$ cat src/rtl/led_pattern_driver.sv
// Command-driven LED bank driver: static, blinking or running patterns on a step tick,
// dimmed by a free-running PWM comparator. Commands arrive on a valid/ready handshake.
module led_pattern_driver #(
   parameter int LED_W    = 4,
   parameter int TICK_DIV = 12_500_000,
   parameter int PWM_BITS = 8
) (
   input  logic                clk,
   input  logic                rst_n,
   input  logic                cmd_valid,
   output logic                cmd_ready,
   input  logic [1:0]          cmd_mode,
   input  logic [LED_W-1:0]    cmd_data,
   input  logic [PWM_BITS-1:0] cmd_duty,
   output logic [LED_W-1:0]    led,
   output logic [1:0]          mode_o,
   output logic                tick_o
);

   localparam int PW = $clog2(TICK_DIV);
   localparam logic [PW-1:0] TICK_LAST = PW'(TICK_DIV - 1);

   // Mode states share their encoding with cmd_mode so LOAD can exit by zero-extension.
   typedef enum logic [2:0] {
      S_OFF    = 3'd0,
      S_STATIC = 3'd1,
      S_BLINK  = 3'd2,
      S_RUN    = 3'd3,
      S_LOAD   = 3'd4
   } state_t;

   state_t              state_q, state_d;
   logic [1:0]          cap_mode_q, cap_mode_d;
   logic [LED_W-1:0]    cap_data_q, cap_data_d;
   logic [PWM_BITS-1:0] cap_duty_q, cap_duty_d;
   logic [1:0]          mode_q, mode_d;
   logic [LED_W-1:0]    pat_q, pat_d;
   logic [PWM_BITS-1:0] duty_q, duty_d;
   logic                phase_q, phase_d;
   logic [PW-1:0]       presc_q, presc_d;
   logic [PWM_BITS-1:0] pwm_q, pwm_d;
   logic [LED_W-1:0]    led_q, led_d;

   logic in_load, accept, tick, pwm_on;
   logic [LED_W-1:0] raw;

   // State register
   always_ff @(posedge clk or negedge rst_n) begin
      if (!rst_n) state_q <= S_OFF;
      else        state_q <= state_d;
   end

   // Next-state logic
   always_comb begin
      // NOTE: a default assignment first keeps every path assigned, so no latch is inferred.
      state_d = state_q;
      if (state_q == S_LOAD)
         state_d = state_t'({1'b0, cap_mode_q});
      else if (accept)
         state_d = S_LOAD;
   end

   // FSM outputs
   always_comb begin
      in_load   = (state_q == S_LOAD);
      cmd_ready = !in_load;
   end

   assign accept = cmd_valid & cmd_ready;
   assign tick   = !in_load && (presc_q == TICK_LAST);
   assign pwm_on = (&duty_q) | (pwm_q < duty_q);

   always_comb begin
      case (mode_q)
         2'd1:    raw = pat_q;
         2'd2:    raw = phase_q ? pat_q : '0;
         2'd3:    raw = pat_q;
         default: raw = '0;
      endcase
   end

   always_comb begin
      cap_mode_d = cap_mode_q;
      cap_data_d = cap_data_q;
      cap_duty_d = cap_duty_q;
      mode_d     = mode_q;
      pat_d      = pat_q;
      duty_d     = duty_q;
      phase_d    = phase_q;
      presc_d    = presc_q;
      pwm_d      = pwm_q + 1'b1;
      led_d      = raw & {LED_W{pwm_on}};
      if (in_load) begin
         mode_d  = cap_mode_q;
         pat_d   = cap_data_q;
         duty_d  = cap_duty_q;
         phase_d = 1'b1;
         presc_d = '0;
         pwm_d   = '0;
      end else begin
         presc_d = tick ? '0 : presc_q + 1'b1;
         if (accept) begin
            // A command arriving on a tick cycle overrides that tick's pattern step.
            cap_mode_d = cmd_mode;
            cap_data_d = cmd_data;
            cap_duty_d = cmd_duty;
         end else if (tick) begin
            if (mode_q == 2'd2) phase_d = !phase_q;
            if (mode_q == 2'd3) pat_d = {pat_q[LED_W-2:0], pat_q[LED_W-1]};
         end
      end
   end

   always_ff @(posedge clk or negedge rst_n) begin
      if (!rst_n) begin
         cap_mode_q <= '0;
         cap_data_q <= '0;
         cap_duty_q <= '0;
         mode_q     <= '0;
         pat_q      <= '0;
         duty_q     <= '0;
         phase_q    <= 1'b0;
         presc_q    <= '0;
         pwm_q      <= '0;
         led_q      <= '0;
      end else begin
         // NOTE: non-blocking so every register samples the pre-edge values of the others.
         cap_mode_q <= cap_mode_d;
         cap_data_q <= cap_data_d;
         cap_duty_q <= cap_duty_d;
         mode_q     <= mode_d;
         pat_q      <= pat_d;
         duty_q     <= duty_d;
         phase_q    <= phase_d;
         presc_q    <= presc_d;
         pwm_q      <= pwm_d;
         led_q      <= led_d;
      end
   end

   assign led    = led_q;
   assign mode_o = mode_q;
   assign tick_o = tick;

endmodule

$ cat config.mk
export PLATFORM = sky130hd
export DESIGN_NAME = led_pattern_driver
export DESIGN_NICKNAME = d
export VERILOG_FILES = /design/src/rtl/led_pattern_driver.sv
export SDC_FILE = /design/constraint.sdc
export NUM_CORES = 1
export LEC_CHECK = 0
export CORE_UTILIZATION = 33
export CTS_BUF_LIST = sky130_fd_sc_hd__clkbuf_8
export DETAILED_ROUTE_END_ITERATION = 8
export MAX_ROUTING_LAYER = met4
export PLACE_DENSITY = 0.55
export SLEW_MARGIN = 0
export SYNTH_ARGS = -nofsm -noshare
export SYNTH_HDL_FRONTEND = slang
export SYNTH_SLANG_ARGS = --single-unit
$ cat constraint.sdc
create_clock -name clk -period 1.46 [get_ports clk]
set_input_delay 0.292 -clock clk [delete_from_list [all_inputs] [get_ports clk]]
set_output_delay 0.292 -clock clk [all_outputs]
set_load 0.005 [all_outputs]
==> results_dict.tcl, run 1 <==
set metrics [dict create \
    status "finished with violations" \
    failed_checks "negative setup slack" \
    finalWorstSetupSlack_ns -0.4381 \
    vias 2525 \
    wl_mm 7.164 \
    clk_latency_ns 0.35 \
    syn_inst 288 \
    post-dp-hpwl_mm 4.813 \
    startpoint_type "flip-flop" \
    max-cap-violations 0 \
    power_mw 7.951 \
    drive_gt1_frac 0.4019 \
    ys_ff_latch 68 \
    num_rows 35 \
    area_growth_pct 49.90 \
    setup_viol 33 \
    synth_edf_count 0 \
    syn_avg_cell_area_um2 11.06 \
    antenna_found_initial 0 \
    m1WireLength_mm 3.366 \
    final_util 0.5142 \
    die_y_um 100.2 \
    grt_overflow 0 \
    finalHoldViolations 0 \
    via_per_inst 4.616 \
    power_leakage_nw 2.313 \
    power_density_nw_per_um2 1666 \
    max-slew-margin-rel 0.7725 \
    max_freq_ghz 0.5268 \
    ff2ff_setup_slack_ns -0.38 \
    regToRegStartpoint "presc_q[9]$_DFF_PN0_" \
    post-route-period-util 1.300 \
    final_cell_area_um2 4773 \
    first_global_vias 2594 \
    r2r-end "presc_q[15]$_DFF_PN0_" \
    grt_usage 0.1663 \
    fin_skew_ns 0.009308 \
    die_width_um 100.2 \
    gp_congestion 0.8089 \
    htreeDepth 3 \
    ioPinCount 25 \
    dr.pass1.iters 4 \
    worstPathArrival_ns 1.61 \
    start_util 0.3430 \
    cts_sinks 68 \
    cts_root_buf "clkbuf_8" \
    tns_ns -9.373 \
    finalCriticalPeriod_ns 1.898 \
    nets 439 \
    synth-seq-area-share 0.5344 \
    core_area_um2 9284 \
    placed_area_um2 4110 \
    io_buffer_count 24 \
    async_flop_share 1.000 \
    maxSlewViolCount 0 \
    cts_tree "yes" \
    cts_buffer_depth 2 \
    top_layer_used "met4" \
    ff2ff_path_depth 10 \
    diodes 0 \
    criticalPathCategory "flip-flop to output port" \
    postRouteAntennaNets 0 \
    numCtsBuffers 9 \
    dr_wl_met2_mm 3.468 \
    ys.flop_type "dfrtp_1" \
    yosysWarnings 0 \
    crit_fanout 2 \
    synthesis.area_um2 3184 \
    dieArea_um2 10050 \
    ir_drop_mv 1.404 \
    crit_path_end_kind "output port" \
    ys_types 42 \
    wl_per_cell_um 13.10 \
    rsz0062_at_grt "yes" \
    drc 0 \
    fill_cells 869 \
    syn_nets 314 \
    wl_met3_um 193 \
    grt_start_max_net_pins 36 \
    initialDrtViolationCount 131 \
    cp.required_ns 1.17 \
    clk_pin_slew_ns 0.08 \
    worst_slew_pin_slew_ns 0.3387 \
    grt_first_pass_wirelength_mm 12.34 \
    hold_class "primary input to async pin" \
]
[how the worst max path moves through the flow]
stage               cells after the start                   end                 start
finish                                  5                tick_o  presc_q[9]$_DFF_PN0_
global route                            5                tick_o  presc_q[9]$_DFF_PN0_
CTS                                     5                tick_o  presc_q[5]$_DFF_PN0_
detailed placement                      5                tick_o  presc_q[9]$_DFF_PN0_
global placement                        5                tick_o  presc_q[9]$_DFF_PN0_
floorplan                               6  pat_q[0]$_DFFE_PN0P_  presc_q[0]$_DFF_PN0_
[metal layers]
layer,global-route usage,up-vias
met5,-,-
met4,0.06355,0
met3,0.03343,10
met2,0.2655,35
met1,0.2085,1239
li1,-,1241
[Yosys cell counts, types with 2 or more instances]
cell type / instances / share of area
and4_1: 2 / 0.0055
o21ai_0: 10 / 0.016
nand3_2: 2 / 0.0063
nor2_1: 43 / 0.051
a21oi_1: 7 / 0.011
dfrtp_1: 68 / 0.53
nor4_4: 2 / 0.013
mux2_2: 14 / 0.050
inv_1: 12 / 0.014
clkbuf_1: 2 / 0.0024
and3_2: 2 / 0.0047
mux2i_1: 4 / 0.013
xor2_1: 19 / 0.052
ha_1: 9 / 0.035
and3_1: 13 / 0.026
nand4_1: 8 / 0.016
buf_6: 3 / 0.011
nand3_1: 13 / 0.020
a221oi_1: 2 / 0.0055
nand2_1: 23 / 0.027
xnor2_1: 9 / 0.025
[through the flow]
step | setup slack, ns | hold slack [ns] | std cells
2_1_floorplan | -0.02959 | -0.003591 | 288
3_3_place_gp | -0.4662 | 0.1880 | 500
3_5_place_dp | -0.4829 | 0.1908 | 500
4_1_cts | -0.4634 | 0.3525 | 539
5_1_grt | -0.5135 | 0.3710 | 547
6_report | -0.4381 | 0.3560 | 547
[critical path, stage by stage (launching register included)]
cell,delay (ns)
dfrtp_1,0.41
nor4b_4,0.34
and3_1,0.21
nand3_2,0.07
nor2_1,0.10
buf_2,0.12
[report_power, final]
| group | switching, mW | leakage, nW | total (mW) | internal [mW] |
|---|---|---|---|---|
| clock network | 0.792 | 0.114 | 1.76 | 0.973 |
| logic | 1.47 | 1.33 | 3.41 | 1.94 |
| registers | 0.307 | 0.865 | 2.78 | 2.47 |
| total | 2.57 | 2.31 | 7.95 | 5.38 |
[cells by family (layout without fill, tap and decap cells)]
family	Yosys count	after routing	synth area share
and+or+nand+nor	124	124	0.2220
DFF	68	68	0.5344
xor gates and xnor gates	28	28	0.07702
AOI/OAI and AO/OA	22	22	0.03930
buffers and inverters	19	149	0.02986
muxes	18	18	0.06208
adders and majority gates	9	9	0.03536
[sequential cells by signal (all words and copies together) (netlist names)]
register    cells
cap_data_q      4
cap_duty_q      8
cap_mode_q      2
duty_q          8
led             4
mode_o          2
pat_q           4
phase_q         1
presc_q        24
pwm_q           8
state_q         3
[cell type report]
class,instances,area (µm²),share of cell area
Sequential cell,68,1702,0.3565
Multi-Input combinational cell,201,1555,0.3258
Timing Repair Buffer,121,1084,0.2270
Tap cell,129,161.4,0.03381
Clock buffer,9,123.9,0.02595
Clock inverter,7,100.1,0.02097
Inverter,12,47.55,0.009961
[cell usage in the layout, fill, tap and decap left out, types with 6 or more instances in the layout]
cell / instances
buf_4: 82
dlygate4sd2_1: 6
o21ai_0: 8
a21oi_1: 7
nor2_1: 39
dfrtp_1: 68
and3_1: 11
clkdlybuf4s50_1: 15
nand2_1: 23
clkbuf_8: 9
buf_6: 8
nand4_1: 8
xor2_1: 18
xnor2_1: 8
inv_1: 6
mux2_2: 14
nand3_1: 12
[timing repair]
action,4_1_cts,5_1_grt
endpoints found under the hold margin,8,0
pin swaps,23,18
hold buffers,1,0
endpoints found under the setup margin,54,35
gates resized for setup,46,10
buffers inserted,20,12
gates cloned,3,0
(Power assumes the default switching activity.)
==> run 2, diff against run 1 <==
CORE_UTILIZATION = 25   (was 33)
PLACE_DENSITY = 0.45   (was 0.55)
RECOVER_POWER = 25   (was default)
==> run 2 against run 1 <==
Critical path depth stayed put; wire length is 3.6% higher; sequential cell count unchanged; critical endpoint unchanged; via count shrank 1.5%; largest power group unchanged; setup slack improved by 0.0012 ns; total power hardly changed; die area rose by 31%; first-iteration DRC count down 43%; design area down 0.81%; combinational power up 3%; clock skew decreased by 0.0012 ns; sequential share of layout area up 0.29 points; the flow still finishes with violations (negative setup slack).
==> results_dict.tcl, run 2 (synthesis gave the netlist of run 1 again) <==
set metrics [dict create \
    cts_root_buf "clkbuf_8" \
    crit_path_end_kind "output port" \
    first_global_vias 2602 \
    max-slew-margin-rel 0.4168 \
    drc 0 \
    grt_first_pass_wirelength_mm 12.68 \
    status "finished with violations" \
    wl_mm 7.421 \
    path_depth 5 \
    dr.pass1.iters 4 \
    p_int_mw 5.283 \
    fin_cells 579 \
    max_stage_delay_ns 0.41 \
    setup_viol 33 \
    tns_ns -8.034 \
    place_ws_ns -0.4818 \
    power_density_nw_per_um2 1679 \
    initialDrtViolationCount 75 \
    max-cap-violations 0 \
    final_cell_mix "buf_4, dfrtp_1, nor2_1, nand2_1, xor2_1" \
    diodes 0 \
    crit_buf_inv 1 \
    fill_cells 1231 \
    failed_checks "negative setup slack" \
    finalWorstSetupSlack_ns -0.4369 \
    dp.cells 538 \
    pwr-share-seq 0.350 \
    sw_frac_of_total 0.3353 \
    crit_fanout 2 \
    die_width_um 114.9 \
    multi_input_area_um2 1526 \
    cp.required_ns 1.17 \
    via_per_inst 4.294 \
    num_rows 40 \
    io_buffer_count 24 \
    core_area_um2 12210 \
    final_cell_area_um2 4735 \
    netSwitchingPower_mw 2.665 \
    post-dp-hpwl_mm 4.823 \
    largest_reg_flops 24 \
    startpoint_type "flip-flop" \
    area_growth_pct 48.68 \
    finalHoldViolations 0 \
    maxSlewViolCount 0 \
    clk_pin_slew_ns 0.09 \
    grt_usage 0.1297 \
    fin_skew_ns 0.008112 \
    startpoint "presc_q[9]$_DFF_PN0_" \
    criticalPathCategory "flip-flop to output port" \
    antenna_found_initial 0 \
    path_cells "nor4b_4, and3_1, nand3_2, nor2_1, buf_2" \
    finalCriticalPeriod_ns 1.897 \
    htreeDepth 3 \
    final_common_cell "buf_4" \
    ff2ff_path_depth 9 \
    cts_buffer_depth 2 \
    power_frac_clock 0.207 \
    min_delay_path_depth 2 \
    final_util 0.3877 \
    cts_sinks 68 \
    start_util 0.2608 \
    rsz0062_at_grt "yes" \
    grt_start_max_net_pins 69 \
    postRouteAntennaNets 0 \
    cp_slowest_cell "dfrtp_1" \
    hold_class "flip-flop to flip-flop" \
    worstPathArrival_ns 1.60 \
    cts_tree "yes" \
    min_from "cap_duty_q[0]$_DFFE_PN0P_" \
    wl_per_cell_um 12.82 \
    drive_gt1_frac 0.3796 \
    ir_drop_mv 0.8617 \
    grt_overflow 0 \
    combPwrFrac 0.443 \
    numCtsBuffers 9 \
    die_y_um 114.9 \
    placed_area_um2 4139 \
    power_leakage_nw 2.251 \
    crit_family "simple AND/OR/NAND/NOR gates" \
    clk_latency_ns 0.35 \
    max_freq_ghz 0.5272 \
    ioPinCount 25 \
    seq_area_um2 1702 \
    regMostFlops "presc_q" \
    post-route-period-util 1.299 \
    worst_slew_pin_slew_ns 0.8748 \
    regToRegStartpoint "presc_q[9]$_DFF_PN0_" \
    dieArea_um2 13190 \
    nets 432 \
    gp_congestion 0.7499 \
    vias 2486 \
]
## run 2: cell count changes in the layout (fill, tap and decap cells not counted), sizes merged
| cell | before | now |
|---|---|---|
| buf | 99 | 92 |
| inv | 13 | 16 |
| bufinv | 2 | 1 |
| clkinv | 4 | 0 |
| clkinvlp | 0 | 2 |
## run 2: final cells by class
class / count / share of cell area
Sequential cell: 68 / 0.3594
Multi-Input combinational cell: 201 / 0.3224
Clock inverter: 7 / 0.01691
Tap cell: 168 / 0.04440
Clock buffer: 9 / 0.02616
Timing Repair Buffer: 114 / 0.2207
Inverter: 12 / 0.01004
## run 2: path summary, 6_finish.rpt
check	to	slack, ns
max	tick_o	-0.44
min	duty_q[0]$_DFFE_PN0N_	0.47
max reg2reg	presc_q[10]$_DFF_PN0_	-0.31
min reg2reg	duty_q[0]$_DFFE_PN0N_	0.47
max in group asynchronous	duty_q[3]$_DFFE_PN0N_	0.19
min in group asynchronous	presc_q[5]$_DFF_PN0_	0.68
## run 2: worst register-to-register path: stages, from the launching register on
cell     delay, ns
dfrtp_1       0.41
nor4b_4       0.34
and3_1        0.22
nand3_2       0.07
buf_4         0.14
buf_6         0.12
nand2_8       0.09
buf_6         0.11
buf_16        0.11
nor2_1        0.04
## run 2: metrics by stage
| stage | hold slack, ns | total power [mW] |
|---|---|---|
| after detailed placement | 0.3446 | 5.381 |
| after global routing | 0.5136 | 8.521 |
| after CTS | 0.4744 | 7.776 |
| final | 0.4735 | 7.948 |
| after global placement | 0.3475 | 5.353 |
| after floorplan | -0.003591 | 4.208 |
## run 2: what timing repair did
action | CTS | global route
buffers inserted | 16 | 7
hold buffers | 1 | 0
hold endpoints to repair | 68 | 0
pin swaps | 20 | 15
cloned | 3 | 0
resized for setup | 40 | 14
setup endpoints to repair | 54 | 46
## run 2: power groups by stage
stage	registers [mW]	clock network [mW]	logic, mW
6_report	2.78	1.65	3.52
5_1_grt	2.86	1.78	3.88
4_1_cts	2.77	1.71	3.29
3_5_place_dp	2.81	0	2.57
3_3_place_gp	2.80	0	2.55
2_1_floorplan	2.82	0	1.39
## run 2: metal layers
layer / GRT usage / wire length (µm)
met4: 0.05281 / 129
met1: 0.1622 / 3613
met2: 0.2056 / 3483
met5: - / 0
met3: 0.02530 / 194
